===== config.mk =====
export PLATFORM = sky130hd
export DESIGN_NAME = hyperbus_cfg_sequencer
export DESIGN_NICKNAME = d
export VERILOG_FILES = /design/src/rtl/hyperbus_cfg_pkg.sv /design/src/rtl/hyperbus_cfg_sequencer.sv
export SDC_FILE = /design/constraint.sdc
export NUM_CORES = 1
export LEC_CHECK = 0
export BUFFER_PORTS_ARGS = -buffer_cell sky130_fd_sc_hd__buf_2
export CAP_MARGIN = 40
export CORE_AREA = 2 2 86 88
export CTS_CLUSTER_SIZE = 25
export DETAILED_ROUTE_END_ITERATION = 10
export DIE_AREA = 0 0 88 90
export GPL_ROUTABILITY_DRIVEN = 0
export PLACE_DENSITY = 0.87
export SETUP_SLACK_MARGIN = 0.1
export SKIP_CTS_REPAIR_TIMING = 1
export SYNTH_ARGS = -nofsm -noshare
export SYNTH_HDL_FRONTEND = slang
export SYNTH_SLANG_ARGS = --single-unit
export TNS_END_PERCENT = 20

===== constraint.sdc =====
create_clock -name clk_i -period 5.8 [get_ports clk_i]
set_input_delay 0.58 -clock clk_i [delete_from_list [all_inputs] [get_ports clk_i]]
set_output_delay 0.58 -clock clk_i [all_outputs]
set_load 0.05 [all_outputs]

===== src/rtl/hyperbus_cfg_pkg.sv =====
// hyperbus_cfg_pkg: shared types for the hyperbus config sequencer and its reg-bus mux.
package hyperbus_cfg_pkg;
  localparam int CFG_AW = 32;
  localparam int CFG_DW = 32;
  localparam int CFG_SW = 4;
  typedef enum logic [2:0] {INIT, WRITE, POLL, PASS, FAIL} cfg_seq_state_e;
  typedef struct packed {
    logic [CFG_AW-1:0] addr;
    logic              write;
    logic [CFG_DW-1:0] wdata;
    logic [CFG_SW-1:0] wstrb;
    logic              valid;
  } reg_req_t;
  typedef struct packed {
    logic [CFG_DW-1:0] rdata;
    logic              error;
    logic              ready;
  } reg_rsp_t;
endpackage


===== src/rtl/hyperbus_cfg_sequencer.sv =====
// hyperbus_cfg_sequencer: boot-time register table writer and status poller, then SoC passthrough.
module hyperbus_cfg_sequencer
  import hyperbus_cfg_pkg::*;
#(
  parameter int unsigned           NUM_CFG   = 4,
  parameter logic [NUM_CFG*32-1:0] CFG_ADDR  = {NUM_CFG{32'h0}},
  parameter logic [NUM_CFG*32-1:0] CFG_DATA  = {NUM_CFG{32'h0}},
  parameter logic [31:0]           POLL_ADDR = 32'h0,
  parameter logic [31:0]           POLL_MASK = 32'h1,
  parameter int unsigned           MAX_POLLS = 1024
) (
  input  logic        clk_i,
  input  logic        rst_i,
  input  logic        start_i,
  input  logic [31:0] soc_addr_i,
  input  logic        soc_write_i,
  input  logic [31:0] soc_wdata_i,
  input  logic [3:0]  soc_wstrb_i,
  input  logic        soc_valid_i,
  output logic        soc_ready_o,
  output logic [31:0] soc_rdata_o,
  output logic        soc_error_o,
  output logic [31:0] cfg_addr_o,
  output logic        cfg_write_o,
  output logic [31:0] cfg_wdata_o,
  output logic [3:0]  cfg_wstrb_o,
  output logic        cfg_valid_o,
  input  logic        cfg_ready_i,
  input  logic [31:0] cfg_rdata_i,
  input  logic        cfg_error_i,
  output logic        busy_o,
  output logic        done_o,
  output logic        error_o,
  output logic [4:0]  err_idx_o
);
  localparam int unsigned PW = $clog2(MAX_POLLS + 1);

  cfg_seq_state_e state_q, state_d;
  logic [4:0]     idx_q, idx_d, err_idx_q, err_idx_d;
  logic [PW-1:0]  poll_cnt_q, poll_cnt_d;
  logic           start_pend_q, start_pend_d, done_q, done_d, error_q, error_d;
  logic [31:0]    tbl_addr, tbl_data;
  logic           passthru;
  reg_req_t       soc_req, seq_req, cfg_req;
  reg_rsp_t       cfg_rsp, soc_rsp;

  assign passthru = (state_q == PASS) || (state_q == FAIL);
  assign soc_req  = '{addr: soc_addr_i, write: soc_write_i, wdata: soc_wdata_i, wstrb: soc_wstrb_i, valid: soc_valid_i};
  assign cfg_rsp  = '{rdata: cfg_rdata_i, error: cfg_error_i, ready: cfg_ready_i};
  assign cfg_req  = passthru ? soc_req : seq_req;
  assign soc_rsp  = passthru ? cfg_rsp : '0;

  always_comb begin
    state_d      = state_q;
    idx_d        = idx_q;
    poll_cnt_d   = poll_cnt_q;
    start_pend_d = start_pend_q;
    err_idx_d    = err_idx_q;
    seq_req      = '0;
    tbl_addr     = '0;
    tbl_data     = '0;
    for (int i = 0; i < int'(NUM_CFG); i++) begin
      if (idx_q == 5'(i)) begin
        tbl_addr = CFG_ADDR[i*32 +: 32];
        tbl_data = CFG_DATA[i*32 +: 32];
      end
    end
    case (state_q)
      INIT: begin
        state_d = WRITE;
        idx_d   = '0;
      end
      WRITE: begin
        seq_req = '{addr: tbl_addr, write: 1'b1, wdata: tbl_data, wstrb: 4'hF, valid: 1'b1};
        if (cfg_rsp.ready) begin
          if (cfg_rsp.error) begin
            err_idx_d = idx_q;
            state_d   = FAIL;
          end else if (idx_q == 5'(NUM_CFG - 1)) begin
            poll_cnt_d = '0;
            state_d    = POLL;
          end else begin
            idx_d = idx_q + 5'd1;
          end
        end
      end
      POLL: begin
        seq_req = '{addr: POLL_ADDR, write: 1'b0, wdata: '0, wstrb: '0, valid: 1'b1};
        if (cfg_rsp.ready) begin
          if (!cfg_rsp.error && (cfg_rsp.rdata & POLL_MASK) == POLL_MASK) begin
            state_d = PASS;
          end else begin
            poll_cnt_d = (poll_cnt_q == PW'(MAX_POLLS)) ? poll_cnt_q : poll_cnt_q + 1'b1;
            if (cfg_rsp.error || poll_cnt_d == PW'(MAX_POLLS)) begin
              err_idx_d = 5'(NUM_CFG);
              state_d   = FAIL;
            end
          end
        end
      end
      PASS, FAIL: begin
        start_pend_d = start_pend_q | start_i;
        // Never leave passthrough while a SoC request is mid-handshake.
        if (start_pend_q && !(soc_valid_i && !cfg_ready_i)) begin
          state_d      = INIT;
          start_pend_d = 1'b0;
          err_idx_d    = '0;
        end
      end
      default: state_d = INIT;
    endcase
    done_d  = (state_d == PASS);
    error_d = (state_d == FAIL);
  end

  always_ff @(posedge clk_i or posedge rst_i) begin
    if (rst_i) begin
      state_q      <= INIT;
      idx_q        <= '0;
      poll_cnt_q   <= '0;
      start_pend_q <= 1'b0;
      err_idx_q    <= '0;
      done_q       <= 1'b0;
      error_q      <= 1'b0;
    end else begin
      state_q      <= state_d;
      idx_q        <= idx_d;
      poll_cnt_q   <= poll_cnt_d;
      start_pend_q <= start_pend_d;
      err_idx_q    <= err_idx_d;
      done_q       <= done_d;
      error_q      <= error_d;
    end
  end

  assign cfg_addr_o  = cfg_req.addr;
  assign cfg_write_o = cfg_req.write;
  assign cfg_wdata_o = cfg_req.wdata;
  assign cfg_wstrb_o = cfg_req.wstrb;
  assign cfg_valid_o = cfg_req.valid;
  assign soc_ready_o = soc_rsp.ready;
  assign soc_rdata_o = soc_rsp.rdata;
  assign soc_error_o = soc_rsp.error;
  assign busy_o      = !passthru;
  assign done_o      = done_q;
  assign error_o     = error_q;
  assign err_idx_o   = err_idx_q;
endmodule


==> impl_metrics.tcl <==
set metrics [dict create \
    outcome "completed" \
    period_share_pct 56.2 \
    worstPathCellList "nor2b_1 > nand2_1 > nand2_2 > buf_16 > and2_1 > buf_2" \
    syn2layout_area_growth_pct 50.2 \
    crit_family "simple AND/OR/NAND/NOR gates" \
    drt_iter0_drc 467 \
    vdd_ir_drop_max_mv 0.266 \
    maxSlewViolCount 0 \
    synth-seq-cells 27 \
    htree_levels 1 \
    ant_nets 0 \
    fin_tns_setup_ns 0 \
    finClkSkew_ns 0.00649 \
    grt_remaining_overflow 0 \
    endpoint "soc_rdata_o[3]" \
    synthFlopType "dfrtp_1" \
    slowest_stage "dfrtp_1" \
    final.fill_count 684 \
    clockBufferDepth 2 \
    crit_start "state_q[1]$_DFF_PP0_" \
    timing.fmax_mhz 307 \
    synthTopCellsByArea "dfrtp_1, and2_1, o21ai_0" \
    slowest_delay_ns 0.62 \
    num_vias 3233 \
    crit_buf_inv 2 \
    synth-edff-count 0 \
    cp-end-kind "output pin" \
    drt_first_pass_iters 5 \
    dieHeight_um 90 \
    grt_pass1_wl_mm 17.0 \
    r2r-start "poll_cnt_q[1]$_DFFE_PP0P_" \
    crit_cells 6 \
    dieArea_um2 7920 \
    setup_viol 0 \
    antenna_found_initial 4 \
    p_leak_nw 2.12 \
    worst_pin_slew_ns 0.791 \
    reg2regPathDepth 6 \
    wl_per_cell_um 18.7 \
    cts-buffers-inserted 3 \
    power.total_mw 1.39 \
    cp_data_required_time_ns 5.22 \
    drt_wl_total_mm 11.7 \
    clk_pin_slew_ns 0.10 \
    reg2reg_to "state_q[1]$_DFF_PP0_" \
    hold_path_class "in2async" \
    crit_fanout 57 \
    startpoint_type "register" \
    core_um2 7020 \
    clk_latency_ns 0.29 \
    io_buffers 218 \
    worstSetupPathType "reg2out" \
    drc 0 \
    syn_avg_cell_area_um2 7.60 \
    ys_warn_count 0 \
    p_per_area_nw_per_um2 378 \
    syn_area_um2 2450 \
    seq_area_frac_synth_pct 27.5 \
    grt_use_total_pct 28.5 \
    period_minus_slack_ns 3.26 \
    synth_nets 433 \
    placedCellCount 619 \
    vias_per_cell 5.17 \
    worstPathArrival_ns 2.68 \
    r2r_slack_ns 2.98 \
    cap_violations 0 \
    yosys.area.top_type "dfrtp_1" \
    rsz0062_at_grt "false" \
    relSlewSlack_pct 47.1 \
    fin_cells 625 \
    grt_max_degree 58 \
    boundaryPins 219 \
    cts_sinks 27 \
    die_x_um 88 \
    place_hpwl_mm 10.0 \
    layout.nets 635 \
    ys_types 47 \
    cts_root_buffer "clkbuf_8" \
    finalHoldViolations 0 \
    grt_pass1_vias 2963 \
    std_cell_rows 31 \
    cts_tree "yes" \
    async_flop_share_pct 100 \
    start_util_pct 34.9 \
    netlist_instances 323 \
    layout-drive-gt1-share_pct 43.5 \
    synth_top_area_share_pct 27.5 \
]
==> cells in the final DEF, fill, tap and decap left out, types with 6 or more instances in the layout <==
cell,synthesis,final
a21o_1,6,6
a31oi_1,7,7
and2_1,101,101
buf_2,1,218
dfrtp_1,27,27
inv_1,13,13
nand2_1,19,18
nand3_1,9,9
nor2_1,17,17
nor3_1,10,10
o21ai_0,19,19
o31ai_1,10,10
==> sequential cells by signal, summed over array words and instances (netlist names) <==
name / count
err_idx_o: 5
start_pend_q: 1
error_o: 1
poll_cnt_q: 11
state_q: 3
done_o: 1
idx_q: 5
==> area by class of cell <==
cell class	count	area, um2	share of cell area, %
inverters	13	48.8	1.32
diodes	2	5.00	0.136
flip-flops and latches	27	676	18.3
clock inverters	1	7.51	0.204
well taps	99	124	3.36
clock buffers	3	41.3	1.12
repair buffers	221	1150	31.3
multi-input cells	259	1630	44.2
==> synthesized netlist by cell type, types with 2 or more instances <==
cell and count:
nor3_1 10, ha_1 3, mux2i_1 3, o21ai_0 19, o22ai_1 2, inv_1 13
a31oi_1 7, xor2_1 5, a21oi_1 5, o2111a_1 2, buf_4 3, xnor2_1 3
and3_1 2, nor4b_1 2, nand2b_1 4, o31ai_1 10, dfrtp_1 27, nand4_1 3
and2_1 101, nor2b_1 3, nand3_1 9, nor2_1 17, a22o_1 2, nand2_1 19
nor4_1 2, clkbuf_1 20, and3b_1 2, a21o_1 6
==> worst min-delay path by stage <==
stage,end,cells after the start,slack (ns)
after CTS,poll_cnt_q[2]$_DFFE_PP0P_,2,0.27
final,poll_cnt_q[2]$_DFFE_PP0P_,2,0.27
after detailed placement,poll_cnt_q[10]$_DFFE_PP0P_,1,0.52
after global routing,poll_cnt_q[2]$_DFFE_PP0P_,2,0.31
after floorplan,poll_cnt_q[10]$_DFFE_PP0P_,1,0.48
after global placement,poll_cnt_q[10]$_DFFE_PP0P_,1,0.50
==> power breakdown <==
group          internal (mW)  switching, mW
Sequential             0.214         0.0472
Combinational          0.250          0.766
Clock                 0.0491         0.0664
Total                  0.514          0.880
==> layer usage <==
metal,GRT usage (%),up-vias,wire [um]
met5,0,-,15
met1,42.6,1491,5130
met3,7.53,7,1480
met2,42.3,228,5030
met4,3.33,2,57
li1,-,1505,-
==> stage by stage <==
stage / utilization (%) / hold WS [ns] / setup slack (ns) / instance area [um2]
2_1_floorplan: - / 0.479 / 3.14 / 2450
5_1_grt: 52.4 / 0.305 / 2.35 / 3680
3_3_place_gp: 50.8 / 0.503 / 2.85 / 3570
4_1_cts: 52.4 / 0.275 / 2.57 / 3680
6_report: 52.5 / 0.269 / 2.54 / 3680
3_5_place_dp: 51.7 / 0.520 / 2.92 / 3630
==> cells by family (layout without fill, tap and decap cells) <==
group,count (synthesis),count (layout),synth area share (%)
AOI/OAI and AO/OA,65,65,18.1
xor gates and xnor gates,8,8,2.86
adders and majority gates,3,3,1.53
buffers and inverters,37,238,6.17
DFF,27,27,27.5
muxes,3,3,1.22
other,0,2,0
and+or+nand+nor,180,180,42.6
==> worst register-to-register path, stage by stage, from the launching register on <==
cell and delay (ns):
dfrtp_1 0.49, ha_1 0.32, nand4_2 0.19, or4_1 0.55, a222oi_1 0.49, o211ai_1 0.26, a221o_1 0.42
No activity file was read; power rests on OpenSTA's default activity.
